## config.mk

```make
export PLATFORM = sky130hd
export DESIGN_NAME = sig_divider
export DESIGN_NICKNAME = d
export VERILOG_FILES = /design/src/rtl/sig_divider_pkg.sv /design/src/rtl/sig_divider_div_step.sv /design/src/rtl/sig_divider.sv
export SDC_FILE = /design/constraint.sdc
export NUM_CORES = 1
export LEC_CHECK = 0
export BUFFER_PORTS_ARGS = -buffer_cell sky130_fd_sc_hd__buf_2
export CAP_MARGIN = 10
export CORE_MARGIN = 5
export CORE_UTILIZATION = 51
export CTS_CLUSTER_SIZE = 40
export DETAILED_ROUTE_END_ITERATION = 7
export PLACE_DENSITY = 0.8
export SLEW_MARGIN = 20
export SYNTH_ARGS = -nofsm -noshare
export SYNTH_HDL_FRONTEND = slang
export SYNTH_SLANG_ARGS = --single-unit
```

## constraint.sdc

```tcl
create_clock -name clock -period 2.4 [get_ports clock]
set_input_delay 0.24 -clock clock [delete_from_list [all_inputs] [get_ports clock]]
set_output_delay 0.24 -clock clock [all_outputs]
set_load 0.01 [all_outputs]
```

## src/rtl/sig_divider_pkg.sv

```systemverilog
// Shared types and sizing helpers for the sig_divider restoring divider.
package sig_divider_pkg;

    typedef enum logic [1:0] {
        IDLE,
        CALC,
        DONE
    } divState_t;

    localparam int FRACW_DEFAULT = 23;

    // Bits needed to count down from width to zero.
    function automatic int cnt_width(input int width);
        return $clog2(width + 1);
    endfunction

endpackage

```

## src/rtl/sig_divider_div_step.sv

```systemverilog
// One combinational radix-2 restoring step: shift in the next dividend bit,
// trial-subtract the divisor, and keep the difference only if it is non-negative.
module sig_divider_div_step #(
    parameter int WIDTH = 24
) (
    input  logic [WIDTH-1:0] rem,
    input  logic             bitIn,
    input  logic [WIDTH-1:0] divisor,
    output logic [WIDTH-1:0] newRem,
    output logic             qBit
);

    logic [WIDTH:0] shifted;
    logic [WIDTH:0] trial;

    always_comb begin
        shifted = {rem, bitIn};
        trial   = shifted - {1'b0, divisor};
        // The incoming remainder is below the divisor, so the trial fits in
        // WIDTH+1 bits and its MSB is a reliable sign bit.
        qBit    = ~trial[WIDTH];
        newRem  = qBit ? trial[WIDTH-1:0] : shifted[WIDTH-1:0];
    end

endmodule

```

## src/rtl/sig_divider.sv

```systemverilog
// Iterative radix-2 restoring unsigned divider, one quotient bit per clock.
// Optional SIG_DIVIDER_ZERO_BYPASS_EN: a zero divisor skips the iterations.
module sig_divider
    import sig_divider_pkg::*;
#(
    parameter int FRACW = FRACW_DEFAULT,
    parameter int WIDTH = FRACW + 1
) (
    input  logic             clock,
    input  logic             reset,
    input  logic             start,
    input  logic [WIDTH-1:0] divIn1,
    input  logic [WIDTH-1:0] divIn2,
    output logic [WIDTH-1:0] quotOut,
    output logic [WIDTH-1:0] remOut,
    output logic             divByZero,
    output logic             done
);

    localparam int CW = cnt_width(WIDTH);

    divState_t        state, state_nx;
    logic [WIDTH-1:0] rem_q, rem_nx;
    logic [WIDTH-1:0] qreg_q, qreg_nx;
    logic [WIDTH-1:0] dvsr_q, dvsr_nx;
    logic [CW-1:0]    cnt_q, cnt_nx;
    logic             dz_q, dz_nx;
    logic [WIDTH-1:0] quot_nx, remo_nx;
    logic             dbz_nx, done_nx;
    logic [WIDTH-1:0] step_rem;
    logic             step_qbit;
    logic             accept;

    sig_divider_div_step #(.WIDTH(WIDTH)) u_step (
        .rem     (rem_q),
        .bitIn   (qreg_q[WIDTH-1]),
        .divisor (dvsr_q),
        .newRem  (step_rem),
        .qBit    (step_qbit)
    );

    // In DONE a new request is taken only once the result has been presented.
    assign accept = start && ((state == IDLE) || ((state == DONE) && done));

    always_comb begin
        // NOTE: every always_comb output gets a default first so no path
        // leaves it unassigned; that is what keeps latches from being inferred.
        state_nx = state;
        rem_nx   = rem_q;
        qreg_nx  = qreg_q;
        dvsr_nx  = dvsr_q;
        cnt_nx   = cnt_q;
        dz_nx    = dz_q;
        quot_nx  = quotOut;
        remo_nx  = remOut;
        dbz_nx   = divByZero;
        done_nx  = done;

        if (accept) begin
            dvsr_nx  = divIn2;
            qreg_nx  = divIn1;
            rem_nx   = '0;
            cnt_nx   = CW'(WIDTH);
            dz_nx    = (divIn2 == '0);
            done_nx  = 1'b0;
            state_nx = CALC;
`ifdef SIG_DIVIDER_ZERO_BYPASS_EN
            if (divIn2 == '0) begin
                // Same values the iterations would have produced.
                qreg_nx  = '1;
                rem_nx   = divIn1;
                cnt_nx   = '0;
                state_nx = DONE;
            end
`endif
        end else begin
            case (state)
                CALC: begin
                    rem_nx  = step_rem;
                    qreg_nx = {qreg_q[WIDTH-2:0], step_qbit};
                    cnt_nx  = cnt_q - CW'(1);
                    if (cnt_q == CW'(1)) begin
                        state_nx = DONE;
                    end
                end
                DONE: begin
                    if (!done) begin
                        quot_nx = qreg_q;
                        remo_nx = rem_q;
                        dbz_nx  = dz_q;
                        done_nx = 1'b1;
                    end
                end
                default: ;
            endcase
        end
    end

    // NOTE: state registers use non-blocking assignments so every flop
    // samples the pre-edge values regardless of statement order.
    always_ff @(posedge clock) begin
        if (reset) begin
            state     <= IDLE;
            rem_q     <= '0;
            qreg_q    <= '0;
            dvsr_q    <= '0;
            cnt_q     <= '0;
            dz_q      <= 1'b0;
            quotOut   <= '0;
            remOut    <= '0;
            divByZero <= 1'b0;
            done      <= 1'b0;
        end else begin
            state     <= state_nx;
            rem_q     <= rem_nx;
            qreg_q    <= qreg_nx;
            dvsr_q    <= dvsr_nx;
            cnt_q     <= cnt_nx;
            dz_q      <= dz_nx;
            quotOut   <= quot_nx;
            remOut    <= remo_nx;
            divByZero <= dbz_nx;
            done      <= done_nx;
        end
    end

endmodule

```

==> results of run 1 <==
## per-stage QoR
step	area (um2)	total power [mW]	utilization	setup WS, ns
final	8470	7.21	0.705	-0.493
after global routing	8470	7.47	0.705	-0.495
after CTS	8330	6.96	0.694	-0.189
after detailed placement	7550	4.23	0.629	-0.364
after global placement	7550	4.18	0.629	-0.242
after floorplan	6270	3.57	-	-0.237
## kinds of logic after synthesis
family | synth area share
DFF | 0.415
buffers and inverters | 0.0593
muxes | 0.0355
AOI/OAI and AO/OA | 0.227
xor gates and xnor gates | 0.0352
adders and majority gates | 0.0551
and+or+nand+nor | 0.172
## final timing paths
check	start	endpoint	slack [ns]
setup / recovery	dvsr_q[15]	rem_q[23]	-0.49
hold / removal	divIn2[10]	dvsr_q[10]	0.06
setup reg to reg	dvsr_q[15]	rem_q[23]	-0.49
hold reg to reg	remOut[15]	remOut[15]	0.45
## sequential cells by signal, indices dropped and copies added, names as in the netlist
| signal | flops |
|---|---|
| quotOut | 24 |
| qreg_q | 24 |
| remOut | 24 |
| cnt_q | 5 |
| dvsr_q | 24 |
| done | 1 |
| dz_q | 1 |
| divByZero | 1 |
| rem_q | 24 |
| state | 2 |
## worst reg2reg max path: cells and delay by family (launching register included)
| family | cells | cell delay, ns |
|---|---|---|
| AND/OR/NAND/NOR | 2 | 0.54 |
| multiplexers | 1 | 0.29 |
| flip-flops | 1 | 0.33 |
| AO/OA/AOI/OAI | 5 | 1.15 |
| buffers and inverters | 2 | 0.21 |
| adder cells (fa/ha/maj) | 1 | 0.22 |
## per-layer routing
layer  up-vias  track usage  routed length (um)
met4         0        0.110                 914
met1      2976        0.300                7810
met3        86       0.0585                1380
met2       300        0.403                9090
li1       3075            -                   -
met5         -            0                   0
## final cells by class
class	instances	area, um2	area share
clock buffer	24	492	0.0580
clock inverter	7	100	0.0118
inverter	37	139	0.0164
multi-input combinational	572	3530	0.416
sequential	130	2610	0.308
tap	147	184	0.0217
timing repair buffer	207	1420	0.167
## synthesized netlist by cell type (4+ instances only)
master,instances
xor2_1,4
a22oi_1,24
a211oi_1,7
ha_1,26
clkbuf_1,45
nand3_1,9
o21ai_0,24
inv_1,37
nor4_1,7
a21o_1,12
a31oi_1,7
nand2_1,187
o211ai_1,4
nor2_1,28
nand4_1,4
mux2i_1,20
nand2b_1,6
a21oi_1,144
dfxtp_1,130
xnor2_1,18
## power by group
| group | internal [mW] | switching, mW |
|---|---|---|
| combinational | 1.13 | 1.17 |
| clock | 1.64 | 0.930 |
| sequential | 2.26 | 0.0770 |
| total | 5.03 | 2.18 |
## what timing repair did
action | CTS | global route
endpoints found under the setup margin | 25 | 25
cloned | 1 | 1
gates resized for setup | 31 | 26
hold buffers | 0 | 0
pin swaps | 18 | 25
setup buffers | 5 | 6
==> qor.csv, run 1 <==
metric,value,unit
setup_viol_count_final,25,
drt_iter0_drc,611,
first_pass_iters,6,
hold_class,in2reg,
post-route-period-util,1.21,
critical_path_buf_inv_count,2,
die_y,121,um
cap_violations,0,
synth-edff-count,0,
grt_pass1_vias,6059,
period_minus_slack,2.89,ns
syn-num-nets,871,
yosys_warnings,0,
drive_above_1_share,0.299,
clock_latency,0.43,ns
io_pins,101,
skew,0.00869,ns
synth-async-reset-ratio,0,
overflow,0,
path_class,reg2reg,
place_congestion,0.918,
vdd_drop_max,0.508,mV
cts_buffers,17,
crit_path_max_incr_delay,0.44,ns
instances_no_fill,1124,
gr-usage-all-layers,0.244,
route.detailed.wl_per_inst,17.1,um
violations,negative setup slack,
syn_area,6260,um2
cts_tree,built,
antenna_found_initial,0,
tightest_slew,0.644,ns
worst_setup_path_end_kind,flop,
ys.flop_type,dfxtp_1,
drc,0,
dieWidth,121,um
vias_per_cell,5.73,
coreArea,12000,um2
cp_top_family,compound AO/OA/AOI/OAI gates,
vias,6437,
slew_headroom,0.571,
synth_cells,793,
fill_cells,869,
synth_area_leaders,"dfxtp_1 42%, a21oi_1 12%, nand2_1 11%, ha_1 5.2%, mux2i_1 3.2%",
crit_path_max_fanout,2,
root_buffer,clkbuf_16,
final_cell_mix,"186 x nand2_1, 136 x a21oi_1, 123 x dfxtp_1",
holdWs,0.0630,ns
drv_slew,0,
start_util,0.522,
worstPathRequired,2.68,ns
max_freq,346,MHz
final_antenna_net_count,0,
layout_commonest_cell,nand2_1,
synth-seq-cells,130,
cp.depth,11,
timing.final.ws_setup,-0.493,ns
hold_depth,3,
rsz0062_at_grt,yes,
grt_max_degree,66,
path_cells,inv_2 > ha_4 > a21o_1 > a31oi_4 > o221ai_2 > or3b_4 > o221ai_4 > buf_6 > mux2_4 > a222oi_1 > nor2_1,
p_leak,3.59,nW
startpoint_type,flop,
htreeDepth,4,
status,finished with violations,
synth_top_area_frac,0.415,
wl,19200,um
dp_hpwl,11700,um
clk_pin_slew,0.06,ns
finalHoldViolations,0,
slowest_stage,or3b_4,
place.port_buffers,100,
dieArea,14600,um2
synth.distinct_cells,53,
synth-seq-area-share,0.415,
cp.arrival,3.17,ns
cts.sink_count,130,
ctsLongestPathBuffers,2,
placed_cells_incl_taps,1082,
avgSynthCellArea,7.90,um2
r2r_cells,11,
num_rows,40,
yosysTopAreaCell,dfxtp_1,
area_growth,35.2,%
grt_pass1_wl,28700,um
n_antenna_cell,0,
fin_setup_tns,-7.76,ns
fin_nets,1043,
power_density,851,nW/um2
No activity file was read; power rests on OpenSTA's default activity.
==> inputs of run 2 (changes only) <==
--- a/config.mk
+++ b/config.mk
@@ -11,7 +11,7 @@
 export CORE_UTILIZATION = 51
 export CTS_CLUSTER_SIZE = 40
 export DETAILED_ROUTE_END_ITERATION = 7
-export PLACE_DENSITY = 0.8
+export PLACE_DENSITY = 0.74
 export SLEW_MARGIN = 20
 export SYNTH_ARGS = -nofsm -noshare
 export SYNTH_HDL_FRONTEND = slang
==> qor.csv, run 2 (synthesis results as in run 1) <==
metric,value,unit,change
status,finished with violations,,
violations,negative setup slack,,
slew_headroom,0.519,,-0.0520
worst_setup_path_end_kind,flop,,
route.detailed.wl_per_inst,15.9,um,-6.7%
fin_nets,1049,,+0.58%
instances_no_fill,1131,,+0.62%
overflow,0,,unchanged
placed_cells_incl_taps,1082,,unchanged
vias_per_cell,5.50,,-4.0%
hold_class,in2reg,,
path_class,reg2reg,,
drt_iter0_drc,415,,-32%
ctsLongestPathBuffers,2,,unchanged
first_pass_iters,5,,-1
final_cell_mix,"185 x nand2_1, 140 x a21oi_1, 123 x dfxtp_1",,
gr-usage-all-layers,0.249,,+0.00556
rsz0062_at_grt,yes,,
root_buffer,clkbuf_16,,
layout_commonest_cell,nand2_1,,
skew,0.0104,ns,+0.00168 ns
dieWidth,121,um,unchanged
finalHoldViolations,0,,unchanged
p_leak,3.62,nW,+0.92%
grt_pass1_vias,6154,,+1.6%
startpoint_type,flop,,
dp_hpwl,11500,um,-1.4%
cts.hold.buffers_added,0,,unchanged
area_growth,35.8,%,
clk_pin_slew,0.06,ns,about the same
cts.sink_count,130,,unchanged
grt_pass1_wl,29300,um,+2.3%
drive_above_1_share,0.300,,+0.000923
crit_path_max_fanout,7,,+5
path_cells,inv_2 > ha_4 > a21o_1 > a31oi_1 > o221ai_2 > or3b_4 > o221ai_4 > xnor2_4 > buf_4 > buf_6 > buf_16 > mux2i_1 > a21oi_1,,
fin_area,8510,um2,+0.41%
power_density,872,nW/um2,+2.5%
place_area,7490,um2,-0.81%
cp.arrival,2.99,ns,-0.18 ns
coreArea,12000,um2,unchanged
cts_buffers,17,,unchanged
n_antenna_cell,0,,unchanged
htreeDepth,4,,unchanged
antenna_found_initial,0,,unchanged
wl,18000,um,-6.2%
period_minus_slack,2.69,ns,-0.200 ns
start_util,0.522,,unchanged
post-route-period-util,1.12,,-0.0834
setup_viol_count_final,25,,unchanged
timing.final.ws_setup,-0.293,ns,+0.200 ns
die_y,121,um,unchanged
place.port_buffers,100,,unchanged
crit_path_max_incr_delay,0.41,ns,-0.03 ns
tightest_slew,0.722,ns,+0.0780 ns
vdd_drop_max,0.526,mV,+3.5%
io_pins,101,,unchanged
drv_slew,0,,unchanged
num_rows,40,,unchanged
slowest_stage,or3b_4,,
worstPathRequired,2.70,ns,+0.02 ns
max_freq,371,MHz,+7.4%
drc,0,,unchanged
dieArea,14600,um2,unchanged
clock_latency,0.42,ns,about the same
grt_max_degree,42,,-36%
place_congestion,0.899,,-2.1%
vias,6221,,-3.4%
cap_violations,0,,unchanged
holdWs,0.0666,ns,+0.00360 ns
cts_tree,built,,
final_antenna_net_count,0,,unchanged
## run 2: changes by cell type in the layout (fill, tap and decap cells not counted), moves of 2 or more
cell / change
buf_4: +9
ha_4: +2
a31oi_4: -3
a21oi_1: +4
buf_12: -4
buf_16: +2
nand2_2: +2
clkbuf_1: -2
a21oi_2: -5
o21ai_2: -2
a31oi_1: +2
bufinv_16: +2
## run 2: layer usage
metal / part of all wire / GRT usage / vias to the layer above
met5: 0 / 0 / -
met4: 0.020 / 0.0878 / 0
met3: 0.068 / 0.0781 / 31
met2: 0.49 / 0.416 / 206
met1: 0.42 / 0.302 / 2904
li1: - / - / 3080
## run 2: worst paths after layout
| check | startpoint | end | slack (ns) | cells past startpoint |
|---|---|---|---|---|
| max | dvsr_q[13] | rem_q[14] | -0.29 | 13 |
| max reg2reg | dvsr_q[13] | rem_q[14] | -0.29 | 13 |
| min reg2reg | remOut[11] | remOut[11] | 0.45 | 2 |
| min | divIn2[6] | dvsr_q[6] | 0.07 | 3 |
## run 2: stage by stage
step / utilization / TNS [ns] / power [mW] / setup slack (ns)
detailed placement: 0.623 / -5.45 / 4.17 / -0.271
floorplan: - / -4.34 / 3.57 / -0.237
global route: 0.708 / -8.99 / 7.75 / -0.405
finish: 0.708 / -5.80 / 7.42 / -0.293
CTS: 0.700 / -3.73 / 7.31 / -0.225
global placement: 0.623 / -4.59 / 4.15 / -0.246
## run 2: worst max-delay path, delay by kind of cell (launching register included)
family	cells	cell delay, ns
flops	1	0.33
simple gates	1	0.41
mux	1	0.19
fa+ha+maj	1	0.22
compound gates	5	0.84
xor+xnor	1	0.17
buf+inv	4	0.40
## run 2: layout make-up
cell class                 instances  area (um2)
fill                             986        3500
multi-input combinational        572        3490
sequential                       130        2610
timing repair buffer             213        1440
clock buffer                      21         470
tap                              147         184
clock inverter                    11         176
inverter                          37         139
## run 2: timing repair
action,in CTS,in global routing
gates cloned,2,0
endpoints found under the setup margin,25,25
buffers inserted,12,4
endpoints found under the hold margin,0,0
gates resized for setup,35,15
pin swaps,35,13
## run 2: power breakdown
group,switching (mW),internal [mW]
sequential,0.0786,2.26
combinational,1.08,1.18
clock,0.989,1.83
total,2.15,5.27
==> inputs of run 3 (changes only) <==
--- a/config.mk
+++ b/config.mk
@@ -8,11 +8,12 @@
 export BUFFER_PORTS_ARGS = -buffer_cell sky130_fd_sc_hd__buf_2
 export CAP_MARGIN = 10
 export CORE_MARGIN = 5
-export CORE_UTILIZATION = 51
+export CORE_UTILIZATION = 52
 export CTS_CLUSTER_SIZE = 40
 export DETAILED_ROUTE_END_ITERATION = 7
-export PLACE_DENSITY = 0.74
+export PLACE_DENSITY = 0.75
 export SLEW_MARGIN = 20
 export SYNTH_ARGS = -nofsm -noshare
 export SYNTH_HDL_FRONTEND = slang
+export SYNTH_HIERARCHICAL = 1
 export SYNTH_SLANG_ARGS = --single-unit
==> qor.csv, run 3 <==
metric,value,unit,change
status,finished with violations,,
violations,negative setup slack,,
wl,19600,um,+8.6%
crit_path_max_fanout,5,,-2
wl_met3,1050,um,-15%
synth-simple-area-share,0.181,,+0.00895
place.port_buffers,100,,unchanged
die_y,125,um,+3.3%
syn-num-nets,938,,+7.7%
cap_violations,0,,unchanged
drive_above_1_share,0.295,,-0.00432
worstPathRequired,2.71,ns,about the same
max_freq,333,MHz,-10%
synth-compound-area-share,0.247,,+0.0198
pwr-share-seq,0.306,,-0.009
setup_viol_count_final,25,,unchanged
tightest_slew,0.598,ns,-0.124 ns
synth-seq-cells,130,,unchanged
synth-seq-area-share,0.379,,-0.0361
cts_tree,built,,
p_comb_frac,0.333,,+0.028
vias,6864,,+10%
ctsLongestPathBuffers,2,,unchanged
p_total,7.62,mW,+2.7%
synth_xor_area_frac,0.0230,,-0.0122
htreeDepth,4,,unchanged
yosys_warnings,6,,+6
gr-usage-all-layers,0.252,,+0.00258
hold_class,in2reg,,
finalHoldViolations,0,,unchanged
dieArea,15600,um2,+6.8%
p_leak,3.68,nW,+1.7%
synth-edff-count,0,,unchanged
vias_per_cell,5.65,,+2.7%
fin_nets,1104,,+5.2%
first_pass_iters,6,,+1
drt_iter0_drc,394,,-5.1%
ys.flop_type,dfxtp_1,,
dieWidth,125,um,+3.3%
synth_adder_area_share,0.0503,,-0.00479
synth_cells,860,,+8.4%
top_layer_used,met4,,
skew,0.0129,ns,+0.00257 ns
cp.arrival,3.31,ns,+0.32 ns
overflow,0,,unchanged
startpoint_type,flop,,
muxShareOfSynthArea,0.0483,,+0.0128
dr_wl_met2,9390,um,+6.3%
final_antenna_net_count,0,,unchanged
dp_hpwl,13500,um,+17%
coreArea,13100,um2,+8.9%
layout_commonest_cell,nand2_1,,
fill_cells,1074,,+8.9%
p_int,5.37,mW,+1.8%
drc,0,,unchanged
avgSynthCellArea,7.98,um2,+0.98%
r2r_slack,-0.60,ns,-0.31 ns
yosysTopAreaCell,dfxtp_1,,
grt_max_degree,58,,+38%
synth_area_leaders,"dfxtp_1 38%, a21oi_1 11%, nand2_1 9.1%, ha_1 4.7%, mux2_4 3.3%",,
worst_setup_path_end_kind,flop,,
area_growth,30.7,%,
clock_latency,0.43,ns,about the same
power_switching_share,0.296,,+0.00626
synth_top_family_by_area,compound AO/OA/AOI/OAI gates,,
n_antenna_cell,0,,unchanged
grt_pass1_vias,6847,,+11%
start_util,0.524,,+0.00273
num_rows,42,,+5.0%
synth_top_area_frac,0.379,,-0.0361
synth.distinct_cells,63,,+19%
post-route-period-util,1.25,,+0.130
syn_area,6860,um2,+9.5%
yosys-top-cells-count,"167 x nand2_1, 144 x a21oi_1, 130 x dfxtp_1",,
pwr-share-clk,0.361,,-0.019
path_class,reg2reg,,
antenna_found_initial,0,,unchanged
m1WireLength,8500,um,+12%
cts_buffers,17,,unchanged
synth-async-reset-ratio,0,,unchanged
route.detailed.wl_per_inst,16.1,um,+1.1%
timing.final.ws_setup,-0.604,ns,-0.312 ns
cts.sink_count,130,,unchanged
io_pins,101,,unchanged
root_buffer,clkbuf_16,,
rsz0062_at_grt,yes,,
vdd_drop_max,0.618,mV,+18%
netSwitchingPower,2.25,mW,+4.9%
synthMostInstantiatedCell,nand2_1,,
clk_pin_slew,0.06,ns,about the same
grt_pass1_wl,32600,um,+11%
drv_slew,0,,unchanged
cts.hold.buffers_added,0,,unchanged
period_minus_slack,3.00,ns,+0.312 ns
final_cell_mix,"159 x nand2_1, 139 x a21oi_1, 128 x dfxtp_1",,
power_density,850,nW/um2,-2.5%
holdWs,0.0672,ns,+0.000556 ns
slew_headroom,0.601,,+0.0824
place_congestion,0.895,,-0.45%
==> run 3: worst paths after layout <==
check                           cells past startpoint        from          to
worst max-delay path                               14  qreg_q[23]   rem_q[21]
worst min-delay path                                3  divIn2[20]  dvsr_q[20]
worst max register to register                     14  qreg_q[23]   rem_q[21]
worst min register to register                      2  remOut[10]  remOut[10]
==> run 3: worst max-delay path, cell delays in order (launching register included) <==
cell	delay (ns)
dfxtp_2	0.33
inv_2	0.05
ha_4	0.15
inv_2	0.05
fa_2	0.22
nand3_4	0.10
a211oi_4	0.24
o21ai_2	0.11
a2111oi_4	0.34
nor3_2	0.06
or4b_4	0.62
buf_12	0.18
mux2_4	0.30
nand2_2	0.06
a21oi_1	0.07
==> run 3: power groups by stage <==
stage               clock, mW  sequential, mW  combinational [mW]
detailed placement          0            2.37                2.21
global placement            0            2.37                2.19
global route             2.87            2.34                2.76
CTS                      2.78            2.33                2.45
floorplan                   0            2.36                1.63
finish                   2.75            2.33                2.54
==> run 3: layout make-up <==
cell class / count / area [um2] / area share
timing repair buffer: 216 / 1430 / 0.160
multi-input combinational: 625 / 3940 / 0.440
tap: 176 / 220 / 0.0246
clock buffer: 20 / 447 / 0.0498
clock inverter: 12 / 180 / 0.0201
sequential: 130 / 2610 / 0.291
inverter: 36 / 135 / 0.0151
==> run 3: cell families after synthesis <==
| kind of cell | after synthesis |
|---|---|
| xor+xnor | 18 |
| mux | 25 |
| compound gates | 275 |
| buf+inv | 105 |
| fa+ha+maj | 27 |
| flops | 130 |
| simple gates | 280 |
==> run 3: what timing repair did <==
action                     in CTS  in global routing
pin swaps                       7                  2
cloned                          1                  0
resized for setup              19                 14
setup buffers                   3                  3
setup endpoints to repair      25                 25
==> run 3: stage by stage <==
stage,util,worst slack [ns],std cells,instance area (um2),setup TNS [ns]
after floorplan,-,-0.588,860,6880,-12.86
after global placement,0.620,-0.588,1176,8110,-13.61
after detailed placement,0.620,-0.657,1176,8110,-15.25
after CTS,0.680,-0.573,1212,8890,-13.08
after global routing,0.685,-0.751,1215,8960,-17.81
final,0.685,-0.604,1215,8960,-13.74
==> run 3: layer usage <==
layer  vias up  global-route usage
met1      3235               0.312
met2       203               0.416
met3        51              0.0579
met5         -                   0
met4         0               0.115
li1       3375                   -
